==> src/rtl/src_ctrl_pkg.sv <==
// Shared control-step definitions for the Mini SRC control unit:
// state encodings, default branch opcode, C2 condition codes, strobe bundle.
package src_ctrl_pkg;

  typedef enum logic [3:0] {
    S_IDLE = 4'd0,
    S_T0   = 4'd1,
    S_T1   = 4'd2,
    S_T2   = 4'd3,
    S_T3   = 4'd4,
    S_T4   = 4'd5,
    S_T5   = 4'd6,
    S_T6   = 4'd7,
    S_HALT = 4'd8
  } state_e;

  localparam logic [4:0] BR_OPCODE_DEF = 5'b10010;

  // IR[20:19] condition field evaluated by the CON flip-flop
  typedef enum logic [1:0] {
    C2_BRZR = 2'b00,
    C2_BRNZ = 2'b01,
    C2_BRPL = 2'b10,
    C2_BRMI = 2'b11
  } c2_e;

  typedef struct packed {
    logic pc_out;
    logic mar_in;
    logic inc_pc;
    logic z_in;
    logic zlow_out;
    logic pc_in;
    logic read;
    logic mdr_in;
    logic mdr_out;
    logic ir_in;
    logic gra;
    logic r_out;
    logic con_in;
    logic y_in;
    logic c_out;
    logic add;
  } strobe_t;

endpackage

==> src/rtl/br_stat_counters.sv <==
// Debug counters for executed and taken branches; both wrap freely.
module br_stat_counters #(
  parameter int CNT_W = 16
) (
  input  logic             clk,
  input  logic             clr,
  input  logic             inc_en,
  input  logic             taken,
  output logic [CNT_W-1:0] br_count,
  output logic [CNT_W-1:0] br_taken
);

  logic [CNT_W-1:0] count_q, count_d;
  logic [CNT_W-1:0] taken_q, taken_d;

  always_comb begin
    count_d = count_q;
    taken_d = taken_q;
    if (inc_en) begin
      count_d = count_q + CNT_W'(1);
      if (taken) taken_d = taken_q + CNT_W'(1);
    end
  end

  always_ff @(posedge clk or posedge clr) begin
    if (clr) begin
      count_q <= '0;
      taken_q <= '0;
    end else begin
      count_q <= count_d;
      taken_q <= taken_d;
    end
  end

  assign br_count = count_q;
  assign br_taken = taken_q;

endmodule

==> src/rtl/branch_sequencer.sv <==
// Fetch (T0-T2) and conditional-branch execute (T3-T6) control sequencer.
// Strobes are decoded from the state; PCin also depends on mem_ready/con.
module branch_sequencer
  import src_ctrl_pkg::*;
#(
  parameter logic [4:0] BR_OPCODE = BR_OPCODE_DEF,
  parameter int         CNT_W     = 16
) (
  input  logic             clk,
  input  logic             clr,
  input  logic             run,
  input  logic             mem_ready,
  input  logic [4:0]       opcode,
  input  logic             con,
  output logic             PCout,
  output logic             MARin,
  output logic             IncPC,
  output logic             Zin,
  output logic             Zlowout,
  output logic             PCin,
  output logic             Read,
  output logic             MDRin,
  output logic             MDRout,
  output logic             IRin,
  output logic             Gra,
  output logic             Rout,
  output logic             CONin,
  output logic             Yin,
  output logic             Cout,
  output logic             ADD,
  output logic             busy,
  output logic             illegal,
  output logic [CNT_W-1:0] br_count,
  output logic [CNT_W-1:0] br_taken
);

  state_e  state_q, state_d;
  logic    illegal_q, illegal_d;
  logic    is_branch;
  strobe_t st;

  assign is_branch = (opcode == BR_OPCODE);

  always_ff @(posedge clk or posedge clr) begin
    if (clr) begin
      state_q   <= S_IDLE;
      illegal_q <= 1'b0;
    end else begin
      state_q   <= state_d;
      illegal_q <= illegal_d;
    end
  end

  // Next state; run is only consulted at instruction boundaries.
  always_comb begin
    state_d   = state_q;
    illegal_d = illegal_q;
    case (state_q)
      S_IDLE: if (run) state_d = S_T0;
      S_T0:   state_d = S_T1;
      S_T1:   if (mem_ready) state_d = S_T2;
      S_T2:   state_d = S_T3;
      S_T3: begin
        if (is_branch) begin
          state_d = S_T4;
        end else begin
          state_d   = S_HALT;
          illegal_d = 1'b1;
        end
      end
      S_T4:   state_d = S_T5;
      S_T5:   state_d = S_T6;
      S_T6:   state_d = run ? S_T0 : S_IDLE;
      S_HALT: state_d = S_HALT;
      default: state_d = S_IDLE;
    endcase
  end

  // Output decode
  always_comb begin
    st = '0;
    case (state_q)
      S_T0: begin
        st.pc_out = 1'b1;
        st.mar_in = 1'b1;
        st.inc_pc = 1'b1;
        st.z_in   = 1'b1;
      end
      S_T1: begin
        st.zlow_out = 1'b1;
        st.read     = 1'b1;
        st.mdr_in   = 1'b1;
        st.pc_in    = mem_ready;
      end
      S_T2: begin
        st.mdr_out = 1'b1;
        st.ir_in   = 1'b1;
      end
      S_T3: begin
        st.gra    = is_branch;
        st.r_out  = is_branch;
        st.con_in = is_branch;
      end
      S_T4: begin
        st.pc_out = 1'b1;
        st.y_in   = 1'b1;
      end
      S_T5: begin
        st.c_out = 1'b1;
        st.add   = 1'b1;
        st.z_in  = 1'b1;
      end
      S_T6: begin
        st.zlow_out = 1'b1;
        st.pc_in    = con;
      end
      default: st = '0;
    endcase
  end

  assign PCout   = st.pc_out;
  assign MARin   = st.mar_in;
  assign IncPC   = st.inc_pc;
  assign Zin     = st.z_in;
  assign Zlowout = st.zlow_out;
  assign PCin    = st.pc_in;
  assign Read    = st.read;
  assign MDRin   = st.mdr_in;
  assign MDRout  = st.mdr_out;
  assign IRin    = st.ir_in;
  assign Gra     = st.gra;
  assign Rout    = st.r_out;
  assign CONin   = st.con_in;
  assign Yin     = st.y_in;
  assign Cout    = st.c_out;
  assign ADD     = st.add;

  assign busy    = (state_q != S_IDLE) && (state_q != S_HALT);
  assign illegal = illegal_q;

  br_stat_counters #(.CNT_W(CNT_W)) u_stat (
    .clk      (clk),
    .clr      (clr),
    .inc_en   (state_q == S_T6),
    .taken    (con),
    .br_count (br_count),
    .br_taken (br_taken)
  );

endmodule

==> config.mk <==
export PLATFORM = sky130hd
export DESIGN_NAME = branch_sequencer
export DESIGN_NICKNAME = d
export VERILOG_FILES = /design/src/rtl/src_ctrl_pkg.sv /design/src/rtl/br_stat_counters.sv /design/src/rtl/branch_sequencer.sv
export SDC_FILE = /design/constraint.sdc
export NUM_CORES = 1
export LEC_CHECK = 0
export CAP_MARGIN = 20
export CORE_MARGIN = 4
export CORE_UTILIZATION = 50
export DETAILED_ROUTE_END_ITERATION = 10
export PLACE_DENSITY = 0.95
export SLEW_MARGIN = 10
export SYNTH_ARGS = -nofsm -noshare
export SYNTH_HDL_FRONTEND = slang
export SYNTH_HIERARCHICAL = 1
export SYNTH_SLANG_ARGS = --single-unit
==> constraint.sdc <==
create_clock -name clk -period 5.5 [get_ports clk]
set_input_delay 1.65 -clock clk [delete_from_list [all_inputs] [get_ports clk]]
set_output_delay 1.65 -clock clk [all_outputs]
set_load 0.02 [all_outputs]
==> impl_metrics.env, run 1 <==
export IMPL_status="finished clean"
export IMPL_rsz0062_at_grt="false"
export IMPL_fin_tns_setup_ns=0
export IMPL_dieArea_um2=4870
export IMPL_peakVddDrop_mv=0.366
export IMPL_vias=1489
export IMPL_cp_end_kind="output port"
export IMPL_yosysSeqAreaShare=0.486
export IMPL_num_io_pins=60
export IMPL_fillers=284
export IMPL_min_period_ns=5.09
export IMPL_path_cells="clkdlybuf4s50_1, nor4b_1, nand2_1, nor2_1, clkdlybuf4s50_1"
export IMPL_leakagePower_nw=1.12
export IMPL_final_cell_mix="59 x clkdlybuf4s50_1, 37 x dfrtp_1, 23 x xnor2_1"
export IMPL_synthDistinctLibCells=40
export IMPL_hold_path_class="flop to flop"
export IMPL_ff_latch_area_um2=926
export IMPL_track_usage=0.160
export IMPL_cts_sinks=37
export IMPL_num_antenna_cells=0
export IMPL_yosysWarningCount=6
export IMPL_synth_edff_count=0
export IMPL_drc=0
export IMPL_max_freq_mhz=196
export IMPL_drt_wl_total_mm=3.87
export IMPL_fin_skew_ns=0.00330
export IMPL_p_total_mw=1.06
export IMPL_ctsRootBufferMaster="clkbuf_8"
export IMPL_initial_utilization=0.521
export IMPL_slew_violations=0
export IMPL_place_port_buffers=59
export IMPL_hold_viol=0
export IMPL_slew_headroom=0.471
export IMPL_async_flop_share=1.00
export IMPL_critPathLaunchType="input pin"
export IMPL_antenna_found_initial=0
export IMPL_slowest_delay_ns=0.64
export IMPL_syn_area_um2=1910
export IMPL_die_h_um=69.8
export IMPL_fin_ws_ns=0.407
export IMPL_wire_per_inst_um=13.6
export IMPL_gp_congestion=0.747
export IMPL_cts_resized=0
export IMPL_numCtsBuffers=5
export IMPL_dp_worst_setup_slack_ns=0.406
export IMPL_clk_latency_ns=0.28
export IMPL_dpl_hpwl_mm=2.97
export IMPL_h_tree_depth=2
export IMPL_crit_required_ns=3.85
export IMPL_avgSynthCellArea_um2=10.6
export IMPL_first_pass_iters=5
export IMPL_multi_input_area_um2=888
export IMPL_tightest_slew_ns=0.790
export IMPL_cts_tree="yes"
export IMPL_timing_hold_ws_ns=0.472
export IMPL_syn_nets=192
export IMPL_p_per_area_nw_per_um2=403
export IMPL_cp_max_fo=4
export IMPL_core_area_um2=3660
export IMPL_syn_instance_count=180
export IMPL_crit_type="input pin to output port"
export IMPL_final_common_cell="clkdlybuf4s50_1"
export IMPL_ys_flop_type="dfrtp_1"
export IMPL_viasPerCell=5.22
export IMPL_detail_route_antenna_nets=0
export IMPL_setup_viol_count_final=0
export IMPL_critPathSlowestCell="clkdlybuf4s50_1"
export IMPL_rows=22
export IMPL_ctsLongestPathBuffers=2
export IMPL_holdBufCountCts=0
export IMPL_overflow=0
export IMPL_ys_ff_latch=37
export IMPL_grt_pass1_wl_mm=6.46
export IMPL_drive_gt1_frac=0.101
export IMPL_die_w_um=69.8
export IMPL_maxCapViolCount=0
export IMPL_cp_arrival_ns=3.44
export IMPL_area_delta_synth_final_pct=37.5
export IMPL_cts_setup_buffers=0
export IMPL_clkTransAtPathRegs_ns=0.07
export IMPL_grt_pass1_vias=1444
export IMPL_fin_crit_sh=0.926
export IMPL_grt_max_degree=33
export IMPL_drt_iter0_markers=106
export IMPL_crit_top_cell="clkdlybuf4s50_1"
export IMPL_layout_nets=248
## logic make-up (layout without fill, tap and decap cells)
logic type,Yosys count,after routing,synth area share
simple gates,84,84,0.262
flops,37,37,0.486
xor+xnor,32,32,0.147
buf+inv,15,72,0.0486
compound gates,8,8,0.0315
fa+ha+maj,2,2,0.0131
mux,2,2,0.0118
## sequential cells by signal (all words and copies together) (netlist names)
register	count
u_stat/br_taken	16
u_stat/br_count	16
illegal	1
state_q	4
## synth_stat cells (2+ instances only)
cell type	n	area [um2]
nor2_1	16	60.1
inv_1	4	15.0
xor2_1	9	78.8
nand2b_1	4	25.0
a21oi_1	3	15.0
buf_4	7	52.6
nand3_1	10	50.1
nor4_2	2	25.0
and3_1	4	25.0
ha_1	2	25.0
nand4_1	8	50.1
dfrtp_1	37	926
nand2_1	18	67.6
nand3_2	2	20.0
mux2_2	2	22.5
nor3_1	5	25.0
xnor2_1	23	201
buf_2	2	10.0
## report_power, final
group          internal (mW)  switching (mW)
registers              0.309          0.0779
logic                  0.196           0.201
clock network          0.180          0.0939
## final timing paths
kind / end / slack [ns] / start / depth (start not counted)
max in group asynchronous: u_stat/br_count[4] / 3.44 / clr / 3
setup reg to reg: u_stat/br_taken[14] / 2.98 / state_q[0] / 6
hold reg to reg: illegal / 0.47 / illegal / 1
min in group asynchronous: state_q[1] / 1.60 / clr / 2
hold / removal: illegal / 0.47 / illegal / 1
setup / recovery: CONin / 0.41 / opcode[0] / 5
## layer usage
metal | GRT usage | wire length (um) | vias up | share of wire
li1 | - | - | 726 | -
met1 | 0.195 | 1700 | 720 | 0.44
met2 | 0.281 | 1920 | 41 | 0.50
met3 | 0.0464 | 224 | 2 | 0.058
met4 | 0.0383 | 13 | 0 | 0.0034
met5 | 0 | 0 | - | 0
## worst max-delay path, delay by kind of cell
family        cells  cell delay, ns
buf+inv           2            1.04
simple gates      3            0.75
## area by class of cell
cell class                 count  area share
multi-input combinational    128       0.339
timing repair buffer          60       0.228
inverter                       4     0.00573
tap                           48      0.0229
clock inverter                 3      0.0248
clock buffer                   5      0.0263
sequential                    37       0.353
## metrics by stage
stage | instance area, um2 | util | instances
after floorplan | 1910 | - | 180
after global placement | 2490 | 0.679 | 277
after detailed placement | 2490 | 0.679 | 277
after CTS | 2620 | 0.716 | 285
after global routing | 2620 | 0.716 | 285
final | 2620 | 0.716 | 285
Note: power is estimated with default switching activity, not from simulation.
==> run 2: changes to the inputs <==
--- a/config.mk
+++ b/config.mk
@@ -7,10 +7,12 @@
 export LEC_CHECK = 0
 export CAP_MARGIN = 20
 export CORE_MARGIN = 4
-export CORE_UTILIZATION = 50
+export CORE_UTILIZATION = 51
 export DETAILED_ROUTE_END_ITERATION = 10
-export PLACE_DENSITY = 0.95
-export SLEW_MARGIN = 10
+export DONT_BUFFER_PORTS = 1
+export PLACE_DENSITY = 0.78
+export SKIP_CTS_REPAIR_TIMING = 1
+export SLEW_MARGIN = 25
 export SYNTH_ARGS = -nofsm -noshare
 export SYNTH_HDL_FRONTEND = slang
 export SYNTH_HIERARCHICAL = 1
==> impl_metrics.env, run 2 (synthesis results as in run 1) <==
export IMPL_status="finished clean"
export IMPL_switchingPower_mw=0.348
export IMPL_power_frac_comb=0.273
export IMPL_path_buf_inv=1
export IMPL_place_inst=219
export IMPL_dieArea_um2=4780
export IMPL_ctsLongestPathBuffers=2
export IMPL_first_pass_iters=4
export IMPL_critPathTopFamily="simple AND/OR/NAND/NOR gates"
export IMPL_critPathSlowestCell="nor4b_1"
export IMPL_worstReg2RegStart="state_q[0]"
export IMPL_cts_tree="yes"
export IMPL_die_h_um=69.1
export IMPL_setup_worst_path_start="opcode[0]"
export IMPL_drive_gt1_frac=0.155
export IMPL_detail_route_antenna_nets=0
export IMPL_initial_utilization=0.550
export IMPL_clk_latency_ns=0.28
export IMPL_reg2reg_depth=6
export IMPL_die_w_um=69.1
export IMPL_dp_worst_setup_slack_ns=1.31
export IMPL_num_io_pins=60
export IMPL_hold_viol=0
export IMPL_leakagePower_nw=0.910
export IMPL_critPathLaunchType="input pin"
export IMPL_track_usage=0.160
export IMPL_tightest_slew_ns=0.817
export IMPL_drt_wl_total_mm=3.57
export IMPL_fin_tns_setup_ns=0
export IMPL_dpl_hpwl_mm=2.69
export IMPL_holdPathStages=1
export IMPL_overflow=0
export IMPL_r2r_end="u_stat/br_taken[12]"
export IMPL_timing_hold_ws_ns=0.614
export IMPL_final_common_cell="dfrtp_1"
export IMPL_p_per_area_nw_per_um2=425
export IMPL_internal_power_mw=0.509
export IMPL_p_seq_frac=0.493
export IMPL_core_area_um2=3470
export IMPL_clkTransAtPathRegs_ns=0.07
export IMPL_place_port_buffers=0
export IMPL_crit_type="input pin to output port"
export IMPL_clkPwrFrac=0.234
export IMPL_grt_pass1_vias=1282
export IMPL_numCtsBuffers=5
export IMPL_fin_crit_sh=0.766
export IMPL_slowest_delay_ns=0.38
export IMPL_peakVddDrop_mv=0.254
export IMPL_path_cells="nor4b_1, nand2_1, nor2_1, buf_4"
export IMPL_rsz0062_at_grt="false"
export IMPL_area_delta_synth_final_pct=5.84
export IMPL_wire_per_inst_um=15.7
export IMPL_h_tree_depth=2
export IMPL_cp_arrival_ns=2.56
export IMPL_vias=1303
export IMPL_final_cell_mix="37 x dfrtp_1, 23 x xnor2_1, 18 x nand2_1"
export IMPL_min_period_ns=4.21
export IMPL_ctsRootBufferMaster="clkbuf_8"
export IMPL_holdCritStartpoint="u_stat/br_taken[15]"
export IMPL_fillers=306
export IMPL_antenna_found_initial=0
export IMPL_slew_headroom=0.454
export IMPL_cp_max_fo=4
export IMPL_rows=21
export IMPL_fin_cells=227
export IMPL_hold_path_class="flop to flop"
export IMPL_cp_end_kind="output port"
export IMPL_setup_viol_count_final=0
export IMPL_worstHoldEndpoint="u_stat/br_taken[15]"
export IMPL_swShare=0.406
export IMPL_crit_required_ns=3.85
export IMPL_cts_sinks=37
export IMPL_gp_congestion=0.736
export IMPL_drc=0
export IMPL_fin_ws_ns=1.29
export IMPL_drt_iter0_markers=88
export IMPL_viasPerCell=5.74
export IMPL_maxCapViolCount=0
export IMPL_num_antenna_cells=0
export IMPL_grt_max_degree=33
export IMPL_slew_violations=0
export IMPL_max_freq_mhz=237
export IMPL_fin_skew_ns=0.00483
export IMPL_grt_pass1_wl_mm=6.28
export IMPL_layout_nets=192
export IMPL_r2r_slack_ns=2.97
-- run 2: cell types whose count changed in the layout (fill, tap and decap cells not counted) --
cell | previous run | this run
buf_4 | 1 | 4
clkdlybuf4s50_1 | 59 | 0
inv_1 | 4 | 3
clkbuf_8 | 5 | 7
bufinv_16 | 2 | 0
inv_2 | 0 | 1
-- run 2: per-stage QoR --
step | total power [mW] | instance area [um2] | util
5_1_grt | 0.919 | 2020 | 0.582
4_1_cts | 0.869 | 2020 | 0.582
3_3_place_gp | 0.650 | 1920 | 0.553
6_report | 0.857 | 2020 | 0.582
3_5_place_dp | 0.666 | 1920 | 0.553
2_1_floorplan | 0.632 | 1910 | -
-- run 2: how the worst max path moves through the flow --
stage               cells after the start   end  slack (ns)
global placement                        4   Gra        1.34
finish                                  4   Gra        1.29
global route                            4  Rout        1.17
detailed placement                      4   Gra        1.31
floorplan                               4   Gra        1.10
CTS                                     4   Gra        1.30
-- run 2: final cells by class --
type                       instances  area (um2)  share of cell area
inverter                           4        15.0             0.00744
tap                               46        57.6              0.0285
clock inverter                     1        5.00             0.00248
clock buffer                       7        96.3              0.0477
multi-input combinational        128         888               0.440
timing repair buffer               4        30.0              0.0149
sequential                        37         926               0.459
-- run 2: power groups by stage --
stage,sequential (mW),clock [mW],combinational [mW]
final,0.423,0.201,0.234
after global routing,0.434,0.222,0.262
after CTS,0.423,0.208,0.238
after detailed placement,0.428,0,0.238
after global placement,0.423,0,0.227
after floorplan,0.384,0,0.248
-- run 2: per-layer routing --
metal,vias to the layer above,global-route usage,share of wire
met5,-,0,0
met4,0,0.0477,0.0064
met3,4,0.0799,0.077
met2,39,0.255,0.50
met1,649,0.189,0.42
li1,611,-,-
